<file path="src/rtl/pyramid_uart_dumper.sv">
// Streams every Gaussian-pyramid image (octave-major, level-minor, raster order) to a UART byte sink.
// Define PYRAMID_DUMP_HEADER_EN to prefix each image with a {4'hA, octave, level} header byte.
module pyramid_uart_dumper #(
    parameter int TOP_WIDTH    = 64,
    parameter int TOP_HEIGHT   = 64,
    parameter int BIT_DEPTH    = 8,
    parameter int NUM_OCTAVES  = 3,
    parameter int NUM_LEVELS   = 3,
    parameter int BRAM_LATENCY = 2,
    localparam int OCT_W  = (NUM_OCTAVES > 1) ? $clog2(NUM_OCTAVES) : 1,
    localparam int LVL_W  = (NUM_LEVELS > 1) ? $clog2(NUM_LEVELS) : 1,
    localparam int ADDR_W = $clog2(TOP_WIDTH * TOP_HEIGHT)
) (
    input  logic                 clk_in,
    input  logic                 rst_in,
    input  logic                 start_in,
    output logic [OCT_W-1:0]     sel_octave_out,
    output logic [LVL_W-1:0]     sel_level_out,
    output logic [ADDR_W-1:0]    read_addr_out,
    output logic                 read_en_out,
    input  logic [BIT_DEPTH-1:0] pixel_in,
    output logic [BIT_DEPTH-1:0] tx_data_out,
    output logic                 tx_valid_out,
    input  logic                 tx_ready_in,
    output logic                 busy_out,
    output logic                 done_out
);

    localparam logic [ADDR_W:0] TOP_PIX = (ADDR_W + 1)'(TOP_WIDTH * TOP_HEIGHT);
    localparam int LAT_W = (BRAM_LATENCY > 1) ? $clog2(BRAM_LATENCY) : 1;

`ifdef PYRAMID_DUMP_HEADER_EN
    typedef enum logic [2:0] {S_IDLE, S_HDR, S_FETCH, S_WAIT, S_SEND} state_t;

    function automatic logic [BIT_DEPTH-1:0] header_byte(input logic [OCT_W-1:0] oct,
                                                         input logic [LVL_W-1:0] lvl);
        logic [7:0] hdr;
        hdr = {4'hA, 2'(oct), 2'(lvl)};
        return BIT_DEPTH'(hdr);
    endfunction
`else
    typedef enum logic [1:0] {S_IDLE, S_FETCH, S_WAIT, S_SEND} state_t;
`endif

    state_t            state;
    logic [LAT_W-1:0]  wait_cnt;
    logic [ADDR_W:0]   img_pix;
    logic              last_addr;
    logic              last_level;
    logic              last_octave;
    logic [OCT_W-1:0]  next_oct;
    logic [LVL_W-1:0]  next_lvl;

    // Each octave halves both dimensions, so the pixel count drops by 4x per octave.
    always_comb begin
        img_pix     = TOP_PIX >> {sel_octave_out, 1'b0};
        last_addr   = ({1'b0, read_addr_out} == img_pix - (ADDR_W + 1)'(1));
        last_level  = (sel_level_out == LVL_W'(NUM_LEVELS - 1));
        last_octave = (sel_octave_out == OCT_W'(NUM_OCTAVES - 1));
        next_lvl    = last_level ? '0 : sel_level_out + LVL_W'(1);
        next_oct    = last_level ? sel_octave_out + OCT_W'(1) : sel_octave_out;
    end

    always_ff @(posedge clk_in) begin
        if (!rst_in) begin
            state          <= S_IDLE;
            sel_octave_out <= '0;
            sel_level_out  <= '0;
            read_addr_out  <= '0;
            read_en_out    <= 1'b0;
            tx_data_out    <= '0;
            tx_valid_out   <= 1'b0;
            busy_out       <= 1'b0;
            done_out       <= 1'b0;
            wait_cnt       <= '0;
        end else begin
            read_en_out <= 1'b0;
            done_out    <= 1'b0;
            case (state)
                S_IDLE: begin
                    if (start_in) begin
                        busy_out       <= 1'b1;
                        sel_octave_out <= '0;
                        sel_level_out  <= '0;
                        read_addr_out  <= '0;
`ifdef PYRAMID_DUMP_HEADER_EN
                        tx_data_out    <= header_byte('0, '0);
                        tx_valid_out   <= 1'b1;
                        state          <= S_HDR;
`else
                        read_en_out    <= 1'b1;
                        state          <= S_FETCH;
`endif
                    end
                end
`ifdef PYRAMID_DUMP_HEADER_EN
                S_HDR: begin
                    if (tx_ready_in) begin
                        tx_valid_out <= 1'b0;
                        read_en_out  <= 1'b1;
                        state        <= S_FETCH;
                    end
                end
`endif
                S_FETCH: begin
                    wait_cnt <= '0;
                    state    <= S_WAIT;
                end
                S_WAIT: begin
                    if (wait_cnt == LAT_W'(BRAM_LATENCY - 1)) begin
                        tx_data_out  <= pixel_in;
                        tx_valid_out <= 1'b1;
                        state        <= S_SEND;
                    end else begin
                        wait_cnt <= wait_cnt + LAT_W'(1);
                    end
                end
                S_SEND: begin
                    if (tx_ready_in) begin
                        tx_valid_out <= 1'b0;
                        if (!last_addr) begin
                            read_addr_out <= read_addr_out + ADDR_W'(1);
                            read_en_out   <= 1'b1;
                            state         <= S_FETCH;
                        end else if (last_level && last_octave) begin
                            done_out       <= 1'b1;
                            busy_out       <= 1'b0;
                            sel_octave_out <= '0;
                            sel_level_out  <= '0;
                            read_addr_out  <= '0;
                            state          <= S_IDLE;
                        end else begin
                            sel_octave_out <= next_oct;
                            sel_level_out  <= next_lvl;
                            read_addr_out  <= '0;
`ifdef PYRAMID_DUMP_HEADER_EN
                            tx_data_out    <= header_byte(next_oct, next_lvl);
                            tx_valid_out   <= 1'b1;
                            state          <= S_HDR;
`else
                            read_en_out    <= 1'b1;
                            state          <= S_FETCH;
`endif
                        end
                    end
                end
                default: state <= S_IDLE;
            endcase
        end
    end

endmodule
</file>
<file path="config.mk">
export PLATFORM = sky130hd
export DESIGN_NAME = pyramid_uart_dumper
export DESIGN_NICKNAME = d
export VERILOG_FILES = /design/src/rtl/pyramid_uart_dumper.sv
export SDC_FILE = /design/constraint.sdc
export NUM_CORES = 1
export LEC_CHECK = 0
export ABC_AREA = 1
export CAP_MARGIN = 10
export CORE_AREA = 5 5 73 75
export CTS_CLUSTER_DIAMETER = 60
export DETAILED_ROUTE_END_ITERATION = 12
export DIE_AREA = 0 0 78 80
export SLEW_MARGIN = 10
export SYNTH_ARGS = -nofsm -noshare
export SYNTH_HDL_FRONTEND = slang
export SYNTH_SLANG_ARGS = --single-unit
</file>
<file path="constraint.sdc">
create_clock -name clk_in -period 1.55 [get_ports clk_in]
set_input_delay 0.31 -clock clk_in [delete_from_list [all_inputs] [get_ports clk_in]]
set_output_delay 0.31 -clock clk_in [all_outputs]
set_load 0.1 [all_outputs]
</file>
==> out/qor.csv <==
metric;value;unit
start_util;33.71;%
synth.area.top_cells;dfxtp_1, nor2_1, nand2_1, o21ai_0, inv_1;
min_path_cells;2;
min_period;1.504;ns
min_to;tx_valid_out;
synth-simple-area-share;32.45;%
die_y;80;um
synth_fp_nets;233;
die-area;6240;um2
place_inst;325;
power_density;1540;nW/um2
yosysWarningCount;0;
antenna_left;0;
hold_viol;0;
antenna_found_initial;0;
startpoint_type;register;
grt_max_degree;10;
grt_pass1_wl;6527;um
rsz0062_at_grt;yes;
cp_slowest_cell;dfxtp_4;
cp_max_fo;8;
path_clk_slew;0.06;ns
fin_nets;298;
most-common-layout-cells;nor2_1, nand2_1, buf_12;
ys_ff_latch;31;
die_x;78;um
yosysTopAreaCell;dfxtp_1;
r2r_end;read_addr_out[5];
synth_top_area_share;40.03;%
gp_congestion;0.8011;
grt_pass1_vias;1481;
n_antenna_cell;0;
r2r_start;state[0];
setup_viol_count_final;0;
tightest_slew;0.3465;ns
cts_buffers;5;
critPathLaunch;state[0];
finClkSkew;0.008393;ns
cts_tree;built;
grtUsageTotal;12.82;%
num_vias;1597;
first_pass_iters;4;
fin_cells;337;
synth_area;1550;um2
syn_avg_cell_area;7.144;um2
drc;0;
postSynthCellCount;217;
worstPathRequired;1.73;ns
slew_headroom;76.65;%
synth.yosys.seq_area_share;40.03;%
num_io_pins;40;
design.core.area;4598;um2
slew_violations;0;
clock.fmax;0.6648;GHz
outcome;finished, final reports clean;
synthAdderAreaFrac;3.228;%
numPortBuffers;39;
cts_sinks;31;
drive_above_1_share;39.58;%
critPathKind;reg2reg;
endpoint_kind;register;
cts_buffer_depth;2;
synth_cell_types;26;
routed_via_density;4.739;
critPathBufInv;3;
muxShareOfSynthArea;0;%
cts-root-buf;clkbuf_8;
arrival;1.68;ns
r2r_slack;0.05;ns
htree_levels;2;
dpl.hpwl;3021;um
synth-compound-area-share;11.14;%
fin_crit_sh;97.04;%
hp-class;reg2reg;
crit_family;simple AND/OR/NAND/NOR gates;
setup_tns;0;ns
p_leak;1.042;nW
drt_iter0_drc;74;
rows;25;
max-vdd-ir-drop;0.8045;mV
wl_per_cell;11.94;um
synth_top_family_by_area;simple AND/OR/NAND/NOR gates;
drv_cap;0;
crit_chain;inv_2 -> ha_4 -> nand2_1 -> nand2_2 -> nor2_4 -> buf_6 -> inv_4 -> nor3_2 -> xnor2_1 -> nor2_1;
clk_latency;0.28;ns
holdBufCountCts;0;
layout-area-overhead-vs-synth;75.22;%
whs;0.5122;ns
hp-start;tx_valid_out;
cpPeakStageDelay;0.37;ns
synthXorXnorAreaFrac;4.520;%
ff2ff_path_depth;10;
grt_overflow;0;
final_common_cell;nor2_1;
drt-total-wl;4025;um
## final cells by class
| type | count | area (um2) |
|---|---|---|
| multi-input cells | 159 | 929.6 |
| repair buffers | 59 | 828.3 |
| clock buffers | 8 | 100.1 |
| inverters | 25 | 100.1 |
| well taps | 54 | 67.56 |
| fillers | 405 | 1882 |
| flip-flops and latches | 31 | 683.2 |
| repair inverters | 1 | 7.507 |
## kinds of logic (layout without fill, tap and decap cells)
family                     Yosys count  after routing
AOI/OAI and AO/OA                   31             32
buffers and inverters               29             93
adders and majority gates            4              4
DFF                                 31             31
xor gates and xnor gates             8              8
and+or+nand+nor                    114            115
## per-layer routing
layer / track usage [%] / share of wire (%)
met1: 15.01 / 44
met2: 21.87 / 48
met3: 4.628 / 6.9
met4: 3.716 / 0.89
met5: 0 / 0
## sequential cells by signal (all words and copies together) (netlist names)
name / count
read_en_out: 1
wait_cnt: 1
done_out: 1
tx_data_out: 8
sel_level_out: 2
state: 2
read_addr_out: 12
sel_octave_out: 2
busy_out: 1
tx_valid_out: 1
## worst max path at each step
stage / endpoint / slack [ns] / depth (start not counted)
detailed placement: read_addr_out[8] / -0.25 / 9
global placement: read_addr_out[3] / -0.18 / 10
global route: read_addr_out[5] / -0.05 / 10
CTS: read_addr_out[3] / 0.03 / 10
floorplan: sel_level_out[0] / -0.01 / 9
finish: read_addr_out[5] / 0.05 / 10
## power breakdown
part | internal [W] | switching, W | leakage, nW
Sequential | 0.000932 | 0.000156 | 0.265
Combinational | 0.000940 | 0.00145 | 0.726
Clock | 0.000405 | 0.000301 | 0.0515
Total | 0.00228 | 0.00191 | 1.04
## cells in the mapped netlist, drive strengths merged
library cell,n
a21oi,14
and3,1
buf,3
clkbuf,1
clkinv,3
dfxtp,31
ha,4
inv,22
nand2,42
nand3,15
nand4,5
nor2,46
nor3,3
nor4,1
o21ai,16
o21bai,1
or2,1
xnor2,4
xor2,4
## tightest hold or removal path, cell delays in order (launching register included)
cell	delay, ns
dfxtp_1	0.33
o21ai_0	0.08
a21oi_1	0.06
## stage by stage
step                      area (um2)  utilization (%)  total power, W  setup slack (ns)
after global placement          2469            53.69        0.003185           -0.1845
after detailed placement        2469            53.69        0.003203           -0.2472
after global routing            2716            59.07        0.004438          -0.05168
after floorplan                 1625                -        0.002437         -0.009616
after CTS                       2589            56.30        0.003975           0.03199
final                           2716            59.07        0.004183           0.04585
## timing repair
item	4_1_cts	5_1_grt
setup buffers	0	1
gates resized for setup	7	27
cloned	0	3
setup endpoints to repair	8	23
pin swaps	1	11
Power figures use the tool's default switching activity.
